File: config.mk
export PLATFORM = sky130hd
export DESIGN_NAME = serial_add2_seq
export DESIGN_NICKNAME = d
export VERILOG_FILES = /design/src/rtl/serial_add_pkg.sv /design/src/rtl/add_slice2.sv /design/src/rtl/serial_add2_seq.sv
export SDC_FILE = /design/constraint.sdc
export NUM_CORES = 1
export LEC_CHECK = 0
export CAP_MARGIN = 40
export CORE_MARGIN = 2
export CORE_UTILIZATION = 52
export DETAILED_ROUTE_END_ITERATION = 12
export PLACE_DENSITY = 0.83
export SKIP_LAST_GASP = 1
export SLEW_MARGIN = 25
export SYNTH_ARGS = -nofsm -noshare
export SYNTH_HDL_FRONTEND = slang
export SYNTH_SLANG_ARGS = --single-unit
File: constraint.sdc
create_clock -name CLK -period 3.5 [get_ports CLK]
set_input_delay 0.7 -clock CLK [delete_from_list [all_inputs] [get_ports CLK]]
set_output_delay 0.7 -clock CLK [all_outputs]
set_load 0.03 [all_outputs]
File: src/rtl/serial_add_pkg.sv
// serial_add_pkg: shared state encoding, slice width and beat-count helper
package serial_add_pkg;
   typedef enum logic [1:0] {IDLE = 2'b00, RUN = 2'b01, DONE = 2'b10} state_t;
   localparam int SLICE_W = 2;
   function automatic int beats(input int width);
      return width / SLICE_W;
   endfunction
endpackage

File: src/rtl/add_slice2.sv
// add_slice2: combinational 2-bit ripple slice exposing its internal carry
module add_slice2 (
   input  logic [1:0] A,
   input  logic [1:0] B,
   input  logic       CI,
   output logic [1:0] S,
   output logic       CO,
   output logic       C1
);
   assign S[0] = A[0] ^ B[0] ^ CI;
   assign C1   = (A[0] & B[0]) | (CI & (A[0] ^ B[0]));
   assign S[1] = A[1] ^ B[1] ^ C1;
   assign CO   = (A[1] & B[1]) | (C1 & (A[1] ^ B[1]));
endmodule

File: src/rtl/serial_add2_seq.sv
// serial_add2_seq: multi-beat adder, 2 bits per cycle with registered carry; SIGNED_OVF_EN adds OVF
import serial_add_pkg::*;
module serial_add2_seq #(
   parameter int WIDTH = 8
) (
   input  logic             CLK,
   input  logic             RESET,
   input  logic             I_VALID,
   output logic             I_READY,
   input  logic [WIDTH-1:0] I0,
   input  logic [WIDTH-1:0] I1,
   input  logic             CIN,
   output logic             O_VALID,
   input  logic             O_READY,
   output logic [WIDTH-1:0] O,
   output logic             COUT
`ifdef SIGNED_OVF_EN
   ,output logic            OVF
`endif
);
   localparam int NB = beats(WIDTH);
   localparam int CW = (NB > 1) ? $clog2(NB) : 1;
   if (WIDTH < 2 || WIDTH % 2 != 0) begin : g_bad_width
      $error("serial_add2_seq: WIDTH must be even and >= 2");
   end
   state_t state, state_nx;
   logic [CW-1:0] cnt;
   logic [WIDTH-1:0] a_q, b_q, o_q, o_nx;
   logic carry, cout_q, co, last;
   logic [1:0] s;
`ifdef SIGNED_OVF_EN
   logic c1, ovf_q;
   assign OVF = ovf_q;
`endif
   add_slice2 u_slice (
      .A  (a_q[1:0]),
      .B  (b_q[1:0]),
      .CI (carry),
      .S  (s),
      .CO (co),
`ifdef SIGNED_OVF_EN
      .C1 (c1)
`else
      .C1 ()
`endif
   );
   if (WIDTH == SLICE_W) begin : g_one_beat
      assign o_nx = s;
   end else begin : g_multi_beat
      assign o_nx = {s, o_q[WIDTH-1:SLICE_W]};
   end
   assign last    = cnt == CW'(NB - 1);
   assign I_READY = state == IDLE;
   assign O_VALID = state == DONE;
   assign O       = o_q;
   assign COUT    = cout_q;
   // state register
   always_ff @(posedge CLK) begin
      state <= RESET ? IDLE : state_nx;
   end
   // next state: accept in IDLE, count beats in RUN, wait for consumer in DONE
   always_comb begin
      state_nx = state;
      if (state == IDLE && I_VALID) state_nx = RUN;
      if (state == RUN && last) state_nx = DONE;
      if (state == DONE && O_READY) state_nx = IDLE;
   end
   // datapath: latch operands on accept, then shift one slice per RUN beat
   always_ff @(posedge CLK) begin
      if (RESET) begin
         a_q    <= '0;
         b_q    <= '0;
         o_q    <= '0;
         carry  <= 1'b0;
         cout_q <= 1'b0;
         cnt    <= '0;
`ifdef SIGNED_OVF_EN
         ovf_q  <= 1'b0;
`endif
      end else if (state == IDLE && I_VALID) begin
         a_q   <= I0;
         b_q   <= I1;
         carry <= CIN;
         cnt   <= '0;
      end else if (state == RUN) begin
         a_q   <= a_q >> SLICE_W;
         b_q   <= b_q >> SLICE_W;
         o_q   <= o_nx;
         carry <= co;
         cnt   <= cnt + CW'(1);
         if (last) begin
            cout_q <= co;
`ifdef SIGNED_OVF_EN
            ovf_q  <= c1 ^ co;
`endif
         end
      end
   end
endmodule

==> metrics.csv, run 1 <==
stage,metric,value,unit
logic_synthesis,async_reset_ff_share,0,%
clocking,cts_buffers,5,
logic_synthesis,synth.largest_area_cell,dfxtp_1,
route,drtIter0Drc,20,
final_layout,nets,205,
logic_synthesis,synth_top_area_share,44.12,%
placed_design,place_area,1640,µm²
placed_design,io_buffers,31,
die,die-area,3043,µm²
final_layout,final_common_cell,clkdlybuf4s50_1,
sta,tightestPinTransition,850.2,ps
die,fp.dieW,55.17,µm
route,wl_per_cell,14.47,µm
clocking,htreeDepth,2,
logic_synthesis,yosys-top-cells-area,"dfxtp_1 44%, a21oi_1 9.6%, nand2_1 6.1%, o221a_2 4.1%, nor2_1 3.9%",
route,wirelength,3.068,mm
final_layout,drive_above_1_share,11.54,%
sta,holdWs,459.6,ps
logic_synthesis,synth_nets,178,
route,vias_per_cell,5.675,
setup_path,worstReg2RegStart,state[1]$_SDFFE_PP0P_,
pwr,power_density,424.1,nW/µm²
global_routing,grt_overflow,0,
global_routing,grt_use_total,21.61,%
global_routing,grt_pass1_vias,1012,
final_layout,postLayoutCoreUtil,69.09,%
die,ios,32,
setup_path,startpoint,state[1]$_SDFFE_PP0P_,
logic_synthesis,ys.flop_type,dfxtp_1,
pwr,p_leak,0.6192,nW
setup_path,endpoint_kind,primary output,
setup_path,crit_type,reg2out,
outcome,run_status,"complete, no violations",
final_layout,fin_area,1712,µm²
logic_synthesis,yosys.cell_types.count,31,
sta,fmax,368.6,MHz
global_routing,grt_max_degree,23,
final_layout,num_antenna_cells,0,
sta,post-route-min-period,2713,ps
job,max-cap-violations,0,
setup_path,reg2reg_slack,1240,ps
final_layout,final_cell_mix,"31 x clkdlybuf4s50_1, 30 x dfxtp_1, 26 x a21oi_1, 22 x nand2_1, 14 x nor2_1",
clocking,postCtsHoldBufs,0,
global_routing,antenna_found_initial,0,
setup_path,startpoint_type,flip-flop,
die,die_h,55.17,µm
clocking,clkLatencyLatePin,330,ps
sta,period_share,77.52,%
global_routing,grt_pass1_wl,4.491,mm
logic_synthesis,synth_warnings,0,
logic_synthesis,ys_seq_area_share,44.12,%
clocking,post_cts_buffers,0,
logic_synthesis,netlist_area,1361,µm²
setup_path,cp_max_fo,18,
die,coreArea,2477,µm²
logic_synthesis,syn_avg_cell_area,8.840,µm²
sta,slew_viol_final,0,
clocking,cts_max_path_buffers,2,
setup_path,cp_data_required_time,2800,ps
sta,rsz0062_at_grt,false,
route,route.detailed.drc,0,
clocking,clk_pin_slew,100,ps
sta,slew_headroom,43.32,%
final_layout,syn2layout_area_growth,25.74,%
clocking,cts_tree,built,
worst_hold_path,min_path_type,reg2reg,
die,start_util,54.95,%
sta,clock_skew,7.587,ps
logic_synthesis,syn-instance-count,154,
logic_synthesis,synth_edf_count,0,
setup_path,cp.arrival,2010,ps
clocking,ctsResizeCount,0,
placed_design,hpwl,2.098,mm
clocking,cts.sinks,30,
route,drt_first_pass_iters,4,
pwr,peakVddDrop,0.3667,mV
route,detail-route-antenna-nets,0,
worst_hold_path,hold_path.startpoint,b_q[7]$_SDFFE_PP0P_,
logic_synthesis,ys_ff_latch,30,
placed_design,gp_routability_congestion,0.7776,
sta,tns,0,ps
clocking,root_buffer,clkbuf_4,
die,rows,18,
sta,setup_viol,0,
sta,final-hold-violation-count,0,
route,vias,1203,
==> power breakdown <==
group / total, mW / internal, mW / switching [mW]
Clock: 0.216 / 0.0972 / 0.119
Combinational: 0.130 / 0.0635 / 0.0665
Sequential: 0.380 / 0.363 / 0.0168
Total: 0.726 / 0.524 / 0.202
==> registers in the layout (all words and copies together) (netlist names) <==
| register | count |
|---|---|
| O | 8 |
| a_q | 8 |
| b_q | 8 |
| cnt | 2 |
| state | 2 |
| COUT | 1 |
| carry | 1 |
==> per-layer routing <==
metal | vias to the layer above | routed length, µm | GRT usage (%)
li1 | 592 | - | -
met1 | 568 | 1330 | 24.92
met2 | 38 | 1507 | 35.52
met3 | 5 | 177 | 8.871
met4 | 0 | 52 | 8.537
met5 | - | 0 | 0
==> final cells by class <==
| class | count | area [µm²] |
|---|---|---|
| Tap cell | 30 | 37.54 |
| Fill cell | 217 | 765.7 |
| Inverter | 7 | 26.28 |
| Clock buffer | 7 | 55.05 |
| Multi-Input combinational cell | 104 | 658.1 |
| Clock inverter | 1 | 5.005 |
| Sequential cell | 30 | 600.6 |
| Timing Repair Buffer | 33 | 329.1 |
==> cell families (layout without fill, tap and decap cells) <==
logic type / Yosys count / in the layout / share of synthesized area, %
XOR/XNOR: 1 / 1 / 0.6435
AND/OR/NAND/NOR: 50 / 50 / 17.65
multiplexers: 1 / 1 / 0.7353
flip-flops: 30 / 30 / 44.12
adder cells (fa/ha/maj): 3 / 3 / 3.860
buffers and inverters: 20 / 48 / 7.537
AO/OA/AOI/OAI: 49 / 49 / 25.46
==> worst paths after layout <==
path	to	cells past startpoint
min	b_q[5]$_SDFFE_PP0P_	2
max reg2reg	b_q[3]$_SDFFE_PP0P_	3
max	O_VALID	2
min reg2reg	b_q[5]$_SDFFE_PP0P_	2
==> critical path, stage by stage (launching register included) <==
cell and delay, ps:
dfxtp_1 750, nor2b_1 230, clkdlybuf4s50_1 700
==> synth_stat cells (all sizes together) (2+ instances only) <==
| cell type | number |
|---|---|
| o221a | 5 |
| dfxtp | 30 |
| nand2b | 3 |
| o22a | 3 |
| a211oi | 8 |
| nand3 | 4 |
| nor2 | 14 |
| o22ai | 2 |
| a21oi | 26 |
| buf | 9 |
| nand2 | 22 |
| fa | 2 |
| nor2b | 3 |
| clkbuf | 4 |
| inv | 7 |
| nor3 | 2 |
==> through the flow <==
stage | instances | worst slack, ps | total power, mW
after floorplan | 154 | 1603 | 0.4688
after global placement | 203 | 1140 | 0.5099
after detailed placement | 203 | 1075 | 0.5147
after CTS | 211 | 785.6 | 0.7295
after global routing | 212 | 695.2 | 0.7636
final | 212 | 786.8 | 0.7260
Power figures use the tool's default switching activity.
==> inputs of run 2 (changes only) <==
--- a/config.mk
+++ b/config.mk
@@ -7,9 +7,9 @@
 export LEC_CHECK = 0
 export CAP_MARGIN = 40
 export CORE_MARGIN = 2
-export CORE_UTILIZATION = 52
+export CORE_UTILIZATION = 48
 export DETAILED_ROUTE_END_ITERATION = 12
-export PLACE_DENSITY = 0.83
+export PLACE_DENSITY = 0.77
 export SKIP_LAST_GASP = 1
 export SLEW_MARGIN = 25
 export SYNTH_ARGS = -nofsm -noshare
==> constraint.sdc (replaced) <==
create_clock -name CLK -period 2.6 [get_ports CLK]
set_input_delay 0.52 -clock CLK [delete_from_list [all_inputs] [get_ports CLK]]
set_output_delay 0.52 -clock CLK [all_outputs]
set_load 0.03 [all_outputs]
==> metrics.csv, run 2 (synthesis results as in run 1) <==
stage,metric,value,unit,change
outcome,run_status,"complete, no violations",,
setup_path,cp_slowest_cell,clkdlybuf4s50_1,,
setup_path,cp.arrival,1720,ps,-290 ps
route,detail-route-antenna-nets,0,,unchanged
route,wl_per_cell,14.04,µm,-3.0%
pwr,internal-power,676.6,µW,+29%
setup_path,cp_data_required_time,2080,ps,-720 ps
global_routing,grt_pass1_wl,4.892,mm,+8.9%
global_routing,grt_pass1_vias,1086,,+7.3%
pwr,power,933.3,µW,+29%
die,fp.dieW,57.26,µm,+3.8%
setup_path,cpPeakStageDelay,670,ps,-80 ps
clocking,cts_buffers,5,,unchanged
placed_design,gp_routability_congestion,0.8175,,+5.1%
global_routing,grt_overflow,0,,unchanged
clocking,cts_tree,built,,
pwr,peakVddDrop,0.4030,mV,+9.9%
clocking,post_cts_buffers,0,,unchanged
placed_design,place_area,1672,µm²,+1.9%
worst_hold_path,hold-path-endpoint,a_q[2]$_SDFFE_PP0P_,,
final_layout,syn2layout_area_growth,26.10,%,
setup_path,cp_cell_sequence,"nor2b_1, clkdlybuf4s50_1",,
sta,period_share,86.34,%,
die,die_h,57.26,µm,+3.8%
setup_path,endpoint_kind,primary output,,
worst_hold_path,hold_path.startpoint,a_q[4]$_SDFFE_PP0P_,,
final_layout,postLayoutCoreUtil,62.79,%,-6.3 points
setup_path,critPathTopFamily,buffers and inverters,,
placed_design,pre_cts_slack,485.1,ps,-589.4 ps
route,wirelength,3.019,mm,-1.6%
sta,setup_viol,0,,unchanged
pwr,power_switching,256.8,µW,+27%
pwr,p_comb_share,18.7,%,+0.8 points
setup_path,reg2reg_slack,610,ps,-630 ps
placed_design,io_buffers,31,,unchanged
clocking,ctsResizeCount,0,,unchanged
clocking,cts.sinks,30,,unchanged
die,start_util,49.79,%,-5.2 points
placed_design,hpwl,2.086,mm,-0.55%
worst_hold_path,hold_depth,2,,unchanged
sta,final-hold-violation-count,0,,unchanged
die,coreArea,2734,µm²,+10%
sta,post-route-min-period,2245,ps,
sta,fmax,445.5,MHz,
clocking,postCtsHoldBufs,0,,unchanged
sta,clock_skew,5.740,ps,-1.847 ps
route,vias,1186,,-1.4%
route,route.detailed.drc,0,,unchanged
setup_path,startpoint,state[1]$_SDFFE_PP0P_,,
pwr,p_leak,0.6233,nW,+0.66%
final_layout,nets,208,,+1.5%
sta,holdWs,456.1,ps,-3.494 ps
setup_path,cp.depth,2,,unchanged
placed_design,dp_cells,208,,+2.5%
setup_path,worstReg2RegStart,state[1]$_SDFFE_PP0P_,,
setup_path,startpoint_type,flip-flop,,
pwr,sw_frac_of_total,27.51,%,-0.35 points
final_layout,fin_area,1717,µm²,+0.29%
clocking,htreeDepth,2,,unchanged
pwr,power_density,543.7,nW/µm²,+28%
route,drt_first_pass_iters,4,,unchanged
clocking,root_buffer,clkbuf_4,,
final_layout,final_cell_mix,"31 x clkdlybuf4s50_1, 30 x dfxtp_1, 26 x a21oi_1, 22 x nand2_1, 14 x nor2_1",,
pwr,clkPwrFrac,26.6,%,-3.2 points
setup_path,crit_type,reg2out,,
final_layout,drive_above_1_share,11.96,%,+0.42 points
global_routing,grt_use_total,19.93,%,-1.7 points
final_layout,final_common_cell,clkdlybuf4s50_1,,
sta,tightestPinTransition,831.6,ps,-18.61 ps
die,die-area,3278,µm²,+7.7%
worst_hold_path,min_path_type,reg2reg,,
setup_path,worst_r2r_endpoint,b_q[3]$_SDFFE_PP0P_,,
sta,rsz0062_at_grt,false,,
final_layout,num_antenna_cells,0,,unchanged
clocking,cts_max_path_buffers,2,,unchanged
job,max-cap-violations,0,,unchanged
global_routing,grt_max_degree,23,,unchanged
final_layout,stdcell_count,215,,+1.4%
route,vias_per_cell,5.516,,-2.8%
setup_path,cp_max_fo,11,,-7
sta,slew_viol_final,0,,unchanged
final_layout,fill_cells,254,,+17%
sta,tns,0,ps,unchanged
die,rows,19,,+1
pwr,p_seq_share,54.7,%,+2.4 points
global_routing,antenna_found_initial,0,,unchanged
route,drtIter0Drc,49,,+150%
clocking,clk_pin_slew,90,ps,about the same
die,ios,32,,unchanged
setup_path,r2r_cells,4,,+1
clocking,clkLatencyLatePin,320,ps,about the same
sta,slew_headroom,44.39,%,+1.1 points
sta,setup_slack,355.2,ps,-431.6 ps
setup_path,path_buf_inv,1,,unchanged
## run 2: final cells by class
class	count	area, µm²	area share (%)
multi-input cells	104	658.1	38.34
clock buffers	7	45.04	2.624
well taps	31	38.79	2.259
inverters	7	26.28	1.531
flip-flops and latches	30	600.6	34.99
repair buffers	36	347.8	20.26
## run 2: power by group through the flow
stage          sequential (mW)  combinational, mW  clock (mW)
6_report                 0.510              0.175       0.248
5_1_grt                  0.514              0.190       0.281
4_1_cts                  0.510              0.175       0.258
3_5_place_dp             0.521              0.174           0
3_3_place_gp             0.520              0.169           0
2_1_floorplan            0.523              0.108           0
## run 2: layer usage
metal	part of all wire (%)	vias up	wire (µm)	global-route usage, %
met5	0	-	0	0
met4	2.0	0	60	9.967
li1	-	593	-	-
met1	46	553	1385	25.40
met2	47	36	1416	30.71
met3	5.2	4	157	6.122
## run 2: how the worst max path moves through the flow
stage | endpoint | slack [ps]
2_1_floorplan | O_VALID | 880
3_3_place_gp | a_q[3]$_SDFFE_PP0P_ | 540
3_5_place_dp | a_q[3]$_SDFFE_PP0P_ | 490
4_1_cts | O_VALID | 360
5_1_grt | O_VALID | 240
6_report | O_VALID | 360
## run 2: tightest hold or removal path, delay by kind of cell, from the launching register on
family / cells / cell delay [ps]
compound gates: 1 / 50
flops: 1 / 320
simple gates: 1 / 50
